--- src/rtl/conv_encoder_punct.sv ---
// K=7 IEEE 802.11a convolutional encoder with per-frame puncturing (1/2, 2/3, 3/4) on AXI4-Stream.
// Optional feature macro CONV_ENC_RATE_CHECK_EN adds a sticky rate_err output for illegal RATE codes.
module conv_encoder_punct #(
  parameter int         WIDTH = 24,
  parameter logic [6:0] G0    = 7'o133,
  parameter logic [6:0] G1    = 7'o171,
  localparam int        CW    = $clog2(2*WIDTH+1)
) (
  input  logic               aclk,
  input  logic               aresetn,
  input  logic [WIDTH-1:0]   s_axis_tdata,
  input  logic [3:0]         s_axis_tuser,
  input  logic               s_axis_tlast,
  input  logic               s_axis_tvalid,
  output logic               s_axis_tready,
  output logic [2*WIDTH-1:0] m_axis_tdata,
  output logic [CW-1:0]      m_axis_tuser,
  output logic               m_axis_tlast,
  output logic               m_axis_tvalid,
  input  logic               m_axis_tready
`ifdef CONV_ENC_RATE_CHECK_EN
  ,
  output logic               rate_err
`endif
);

  localparam logic [3:0] RATE_6M  = 4'b1011;
  localparam logic [3:0] RATE_9M  = 4'b1111;
  localparam logic [3:0] RATE_12M = 4'b1010;
  localparam logic [3:0] RATE_18M = 4'b1110;
  localparam logic [3:0] RATE_24M = 4'b1001;
  localparam logic [3:0] RATE_36M = 4'b1101;
  localparam logic [3:0] RATE_48M = 4'b1000;
  localparam logic [3:0] RATE_54M = 4'b1100;

  localparam logic [CW-1:0] CNT_R12 = CW'(2*WIDTH);
  localparam logic [CW-1:0] CNT_R23 = CW'(3*WIDTH/2);
  localparam logic [CW-1:0] CNT_R34 = CW'(4*WIDTH/3);

  typedef enum logic [1:0] {PR_12, PR_23, PR_34} punct_e;

  function automatic punct_e rate_decode(input logic [3:0] code);
    case (code)
      RATE_48M:                             return PR_23;
      RATE_9M, RATE_18M, RATE_36M, RATE_54M: return PR_34;
      default:                              return PR_12;
    endcase
  endfunction

  logic [2*WIDTH-1:0] m_tdata_q;
  logic [CW-1:0]      m_tuser_q;
  logic               m_tlast_q;
  logic               m_tvalid_q;
  logic [5:0]         state_q;
  logic               frame_start_q;
  punct_e             rate_q;

  logic               accept;
  punct_e             rate_eff;
  logic [WIDTH+5:0]   ext;
  logic [WIDTH-1:0]   a_bits;
  logic [WIDTH-1:0]   b_bits;
  logic [2*WIDTH-1:0] tdata_d;
  logic [CW-1:0]      tuser_d;
  logic [5:0]         state_d;

  assign s_axis_tready = !m_tvalid_q || m_axis_tready;
  assign accept        = s_axis_tvalid && s_axis_tready;

  // Window bit 6 is the current input and bit 0 the oldest, so generator bit i taps window bit i.
  always_comb begin
    rate_eff = frame_start_q ? rate_decode(s_axis_tuser) : rate_q;
    ext      = {s_axis_tdata, state_q};
    a_bits   = '0;
    b_bits   = '0;
    for (int t = 0; t < WIDTH; t++) begin
      a_bits[t] = ^(ext[t +: 7] & G0);
      b_bits[t] = ^(ext[t +: 7] & G1);
    end
    tdata_d = '0;
    tuser_d = CNT_R12;
    case (rate_eff)
      PR_23: begin
        for (int p = 0; p < WIDTH/2; p++) begin
          tdata_d[3*p]   = a_bits[2*p];
          tdata_d[3*p+1] = b_bits[2*p];
          tdata_d[3*p+2] = a_bits[2*p+1];
        end
        tuser_d = CNT_R23;
      end
      PR_34: begin
        for (int q = 0; q < WIDTH/3; q++) begin
          tdata_d[4*q]   = a_bits[3*q];
          tdata_d[4*q+1] = b_bits[3*q];
          tdata_d[4*q+2] = a_bits[3*q+1];
          tdata_d[4*q+3] = b_bits[3*q+2];
        end
        tuser_d = CNT_R34;
      end
      default: begin
        for (int t = 0; t < WIDTH; t++) begin
          tdata_d[2*t]   = a_bits[t];
          tdata_d[2*t+1] = b_bits[t];
        end
      end
    endcase
    state_d = s_axis_tlast ? 6'd0 : s_axis_tdata[WIDTH-1 -: 6];
  end

  // Output register stage: loads on acceptance, holds under backpressure.
  always_ff @(posedge aclk or negedge aresetn) begin
    if (!aresetn) begin
      m_tdata_q     <= '0;
      m_tuser_q     <= '0;
      m_tlast_q     <= 1'b0;
      m_tvalid_q    <= 1'b0;
      state_q       <= '0;
      frame_start_q <= 1'b1;
      rate_q        <= PR_12;
    end else begin
      if (accept) begin
        m_tdata_q     <= tdata_d;
        m_tuser_q     <= tuser_d;
        m_tlast_q     <= s_axis_tlast;
        m_tvalid_q    <= 1'b1;
        state_q       <= state_d;
        frame_start_q <= s_axis_tlast;
        if (frame_start_q) rate_q <= rate_eff;
      end else if (m_axis_tready) begin
        m_tvalid_q <= 1'b0;
      end
    end
  end

  assign m_axis_tdata  = m_tdata_q;
  assign m_axis_tuser  = m_tuser_q;
  assign m_axis_tlast  = m_tlast_q;
  assign m_axis_tvalid = m_tvalid_q;

`ifdef CONV_ENC_RATE_CHECK_EN
  function automatic logic rate_legal(input logic [3:0] code);
    case (code)
      RATE_6M, RATE_9M, RATE_12M, RATE_18M,
      RATE_24M, RATE_36M, RATE_48M, RATE_54M: return 1'b1;
      default:                                return 1'b0;
    endcase
  endfunction

  logic rate_err_q;

  always_ff @(posedge aclk or negedge aresetn) begin
    if (!aresetn) begin
      rate_err_q <= 1'b0;
    end else if (accept && frame_start_q && !rate_legal(s_axis_tuser)) begin
      rate_err_q <= 1'b1;
    end
  end

  assign rate_err = rate_err_q;
`endif

endmodule
--- config.mk ---
export PLATFORM = sky130hd
export DESIGN_NAME = conv_encoder_punct
export DESIGN_NICKNAME = d
export VERILOG_FILES = /design/src/rtl/conv_encoder_punct.sv
export SDC_FILE = /design/constraint.sdc
export NUM_CORES = 1
export LEC_CHECK = 0
export BUFFER_PORTS_ARGS = -buffer_cell sky130_fd_sc_hd__buf_2
export CAP_MARGIN = 20
export CORE_MARGIN = 1.5
export CORE_UTILIZATION = 62
export CTS_BUF_LIST = sky130_fd_sc_hd__clkbuf_8
export DETAILED_ROUTE_END_ITERATION = 6
export GPL_TIMING_DRIVEN = 0
export HOLD_SLACK_MARGIN = 0.1
export PLACE_DENSITY = 0.89
export SLEW_MARGIN = 0
export SYNTH_ARGS = -nofsm -noshare
export SYNTH_HDL_FRONTEND = slang
export SYNTH_SLANG_ARGS = --single-unit
--- constraint.sdc ---
create_clock -name aclk -period 4.15 [get_ports aclk]
set_clock_uncertainty 0.2 [all_clocks]
set_input_delay 0.83 -clock aclk [delete_from_list [all_inputs] [get_ports aclk]]
set_output_delay 0.83 -clock aclk [all_outputs]
set_load 0.01 [all_outputs]
# [Word-level counts from Yosys, hierarchy flattened]
# Index checks and enable logic that the tools add are counted.
[totals] word_cells=78 output_inout_bits=57 ff_bits=65 input_bits=33
[classes] eq_ne=7 n_reduce_logical=55 muxes=9
[ops] cell="$reduce_xor 7->1" n=48
[ops] cell="$pmux 32 s2" n=1
[ops] cell="$eq 4x4->1 const B" n=5
[ops] cell="$mux 12" n=1
[ops] cell="$pmux 5 s2" n=1
[ops] cell="$pmux 4 s2" n=1
[ops] cell="$mux 6" n=1
[ops] cell="$pmux 2 s2" n=1
[ops] cell="$reduce_or 4->1" n=1
[ops] cell="$eq 2x1->1 const B" n=1
[ops] cell="$eq 2x2->1 const B" n=1
[ops] cell="$mux 1" n=2
[ops] cell="$mux 2" n=1
[ops] cell="$reduce_and 2->1" n=1
[ops] cell="$reduce_bool 2->1" n=1
[ops] cell="$reduce_or 2->1" n=1
[ops] cell="$logic_and 1x1->1" n=1
[ops] cell="$logic_not 1->1" n=1
[ops] cell="$logic_or 1x1->1" n=1

# [Depth between registers and ports, before layout]
[depth] word_depth=7 mapped_depth=9 mapped_depth_nobuf=8

# [Worst setup path before layout]
# Ideal clock, no wire load.
[synth_path] kind="input port to flip-flop" start="input s_axis_tuser[0]" end="register m_tdata_q[13] (netlist: m_axis_tdata[13])" stages=7 setup_ns=0.127 arrival_ns=2.471 path_slack_ns=1.352 t_required_ns=3.823 path_buffers=1 cell_sequence="nor4b_1 > mux2i_1 > ha_1 > nand3b_1 > clkbuf_1 > a221oi_1 > nor2_1"
[synth_between] elab_chain_len=6 word_cells_on_any_way=11 classes_between="7 x eq/ne; 3 x mux; 1 x reduce/logical"
[synth_lines] element="start, declared" line_no="12" text="input logic [3:0] s_axis_tuser,"
[synth_lines] element="$eq 4x4->1" line_no="43" text="case (code)"
[synth_lines] element="$reduce_or 4->1" line_no="43"
[synth_lines] element="$pmux 2 s2 (*)" line_no="43"
[synth_lines] element="$mux 2 (*)" line_no="72" text="rate_eff = frame_start_q ? rate_decode(s_axis_tuser) : rate_q;"
[synth_lines] element="$eq 2x2->1 / $eq 2x1->1 (equally long branches)" line_no="82" text="case (rate_eff)"
[synth_lines] element="$pmux 32 s2 (*)" line_no="82"
[synth_lines] element="end signal, assigned" line_no="122" text="m_tdata_q <= tdata_d;"
[synth_lines] element="end, declared" line_no="50" text="logic [2*WIDTH-1:0] m_tdata_q;"
# Mark *: on every way between the ends. The rest lies on a longest branch, timed or not.
# A chain may end at the register's enable or synchronous reset.

# [Worst setup path in the final report]
[layout_path] start="input s_axis_tuser[0]" end="register m_tdata_q[21] (netlist: m_axis_tdata[21])"
# Same word-level chain as after synthesis.

==> impl_metrics.ini <==
[run_status]
status = finished, final reports clean

[global_routing]
grt_pass1_wl_um = 17600
overflow = 0
grt_usage_pct = 31.4
antenna_found_initial = 0
first_global_vias = 3394
grt_max_degree = 41

[synth]
yosysWarnings = 0
synth-seq-cells = 62
ys_seq_area_share_pct = 35.6
syn-cell-area_mm2 = 0.00436
async_flop_share_pct = 100
synth_cell_types = 47
avgSynthCellArea_um2 = 11.2
ys_dominant_reg_cell = dfrtp_1
synthCells = 388
synth_edf_count = 0

[clock_network]
cts_hold_buffers = 0
cts_resized = 0
clockRootBuffer = clkbuf_8
path_clk_slew_ns = 0.08
cts_tree = yes
numCtsBuffers = 9
clock_latency_ns = 0.35
cts_max_level = 3
cts_setup_buffers = 0
cts.path.max_buffers = 2
clock-sinks = 62

[route]
ant_nets = 0
dr.pass1.iters = 5
drt-vias-per-instance = 6.03
drtIter0Drc = 284
wl_per_cell_um = 19.7
vias = 3443
wirelength_um = 11200
drc_errors = 0

[die]
dieArea_mm2 = 0.00754
coreArea_mm2 = 0.00679
num_rows = 30
chipHeight_um = 86.9
die_w_um = 86.9
start_util_pct = 64.2
ioPinCount = 90

[power_and_ir_drop]
p_leak_nw = 2.47
power.density_mw_per_mm2 = 490
ir_drop_v = 0.000279

[placement]
dp_hpwl_um = 8350
place.port_buffers = 68
dp_cells = 555
gp_congestion = 0.967

[worst_setup_path]
startpoint = s_axis_tuser[0]
crit_type = input port to flip-flop
rr_startpoint = frame_start_q
startpoint_type = input port
arrival_ns = 3.19
worst_ep_required_time_ns = 4.17
cp_max_fo = 10
worst_setup_path_end_kind = flip-flop

[cells_and_area]
fin_nets = 505
diodes = 0
drive_above_1_share_pct = 26.1
syn_to_final_growth_pct = 16.3
fin_cells = 571

[timing]
fmax_mhz = 315
maxSlewViolCount = 0
rsz0062_at_grt = false
hold_viol = 0
period_share_pct = 76.5
min_period_ns = 3.17
setup_viol = 0
relSlewSlack_pct = 60.2
tightest_slew_ns = 0.597
finalSetupTns_ns = 0

[worst_hold_path]
hp-class = input port to asynchronous set/reset pin

[flow_run]
maxCapViolCount = 0
## flip-flops by register name, indices dropped and copies added, names as in the netlist
| signal | cells |
|---|---|
| m_axis_tlast | 1 |
| m_axis_tvalid | 1 |
| rate_q | 2 |
| m_axis_tdata | 48 |
| frame_start_q | 1 |
| state_q | 6 |
| m_axis_tuser | 3 |
## cell usage in the layout, fill, tap and decap left out, types with 5 or more instances in the layout
| cell type | synthesis | final |
|---|---|---|
| buf_2 | 14 | 82 |
| a22oi_1 | 21 | 21 |
| nand2_1 | 34 | 34 |
| clkbuf_8 | 0 | 9 |
| xor2_2 | 5 | 5 |
| nand3b_1 | 7 | 7 |
| nor2_1 | 19 | 19 |
| o21ai_0 | 11 | 11 |
| xnor2_1 | 32 | 32 |
| xor3_1 | 8 | 8 |
| nand2b_1 | 6 | 6 |
| clkbuf_1 | 22 | 22 |
| a22o_1 | 8 | 8 |
| buf_4 | 7 | 7 |
| a221oi_1 | 15 | 15 |
| dfrtp_1 | 61 | 61 |
| o21ai_1 | 15 | 15 |
| inv_1 | 5 | 5 |
| xor2_1 | 19 | 19 |
| o22ai_1 | 13 | 13 |
| xnor3_1 | 26 | 26 |
## worst max-delay path, cell delays in order
cell	delay, ns
buf_2	0.09
nor4b_1	0.36
mux2i_1	0.18
ha_1	0.45
nand3b_1	0.37
clkbuf_1	0.36
a221oi_1	0.43
nor2_1	0.11
## per-stage QoR
stage | area [µm²] | hold slack (ns) | total power, mW | utilization [%] | setup slack (ns)
2_1_floorplan | 4370 | 0.250 | 1.54 | - | 1.35
3_3_place_gp | 4830 | 0.255 | 1.84 | 71.0 | 0.751
3_5_place_dp | 4850 | 0.250 | 1.87 | 71.3 | 0.731
4_1_cts | 5070 | 0.260 | 2.47 | 74.6 | 1.04
5_1_grt | 5070 | 0.296 | 2.61 | 74.6 | 0.738
6_report | 5070 | 0.244 | 2.48 | 74.6 | 0.976
## worst paths after layout
path / endpoint / slack (ns) / cells after the start
worst max-delay path: m_axis_tdata[21] / 0.98 / 8
worst min-delay path: m_axis_tdata[40] / 0.24 / 1
worst max register to register: m_axis_tdata[21] / 1.29 / 6
worst min register to register: m_axis_tuser[5] / 0.27 / 1
max in group asynchronous: frame_start_q / 2.86 / 2
min in group aclk: m_axis_tuser[5] / 0.27 / 1
## cells by family (layout without fill, tap and decap cells)
logic type      count (synthesis)  count (layout)  synth area share [%]
simple gates                   80              80                  8.61
flops                          62              62                  35.6
mux                             3               3                 0.718
compound gates                 93              93                  15.4
fa+ha+maj                       2               2                 0.574
xor+xnor                       97              97                  33.5
other cells                     1               3                0.0860
buf+inv                        50             135                  5.48
## area by class of cell
cell class,instances,area (µm²)
Clock buffer,9,124
Multi-Input combinational cell,278,2570
Timing Repair Buffer,69,360
Fill cell,486,1720
Inverter,5,18.8
Sequential cell,62,1550
Tap cell,96,120
Buffer,45,220
Clock inverter,7,98.8
## power by group
part	total, mW	switching, mW	internal (mW)
combinational	1.01	0.550	0.463
sequential	0.869	0.0963	0.772
clock	0.600	0.261	0.340
total	2.48	0.907	1.58
## synthesized netlist by cell type, types with 5 or more instances
master / count / share of area (%)
inv_1: 5 / 0.43
nand3b_1: 7 / 1.2
xnor2_1: 32 / 6.4
o21ai_1: 15 / 1.7
o21ai_0: 11 / 1.3
nand2_1: 34 / 2.9
xor2_1: 19 / 3.8
o22ai_1: 13 / 1.9
a221oi_1: 15 / 3.0
buf_4: 7 / 1.2
buf_2: 14 / 1.6
a22o_1: 8 / 1.6
xnor3_1: 26 / 13
clkbuf_1: 22 / 1.9
a22oi_1: 21 / 3.6
nand2b_1: 6 / 0.86
nor2_1: 19 / 1.6
xor2_2: 5 / 1.9
dfrtp_1: 61 / 35
xor3_1: 8 / 4.4
## per-layer routing
metal | vias up | share of wire (%) | track usage, % | wire (µm)
met5 | - | 0 | 0 | 0
met4 | 0 | 2.7 | 12.9 | 304
met3 | 33 | 9.1 | 6.45 | 1030
met2 | 236 | 49 | 51.4 | 5460
met1 | 1644 | 40 | 41.1 | 4440
li1 | 1530 | - | - | -
No activity file was read; power rests on OpenSTA's default activity.
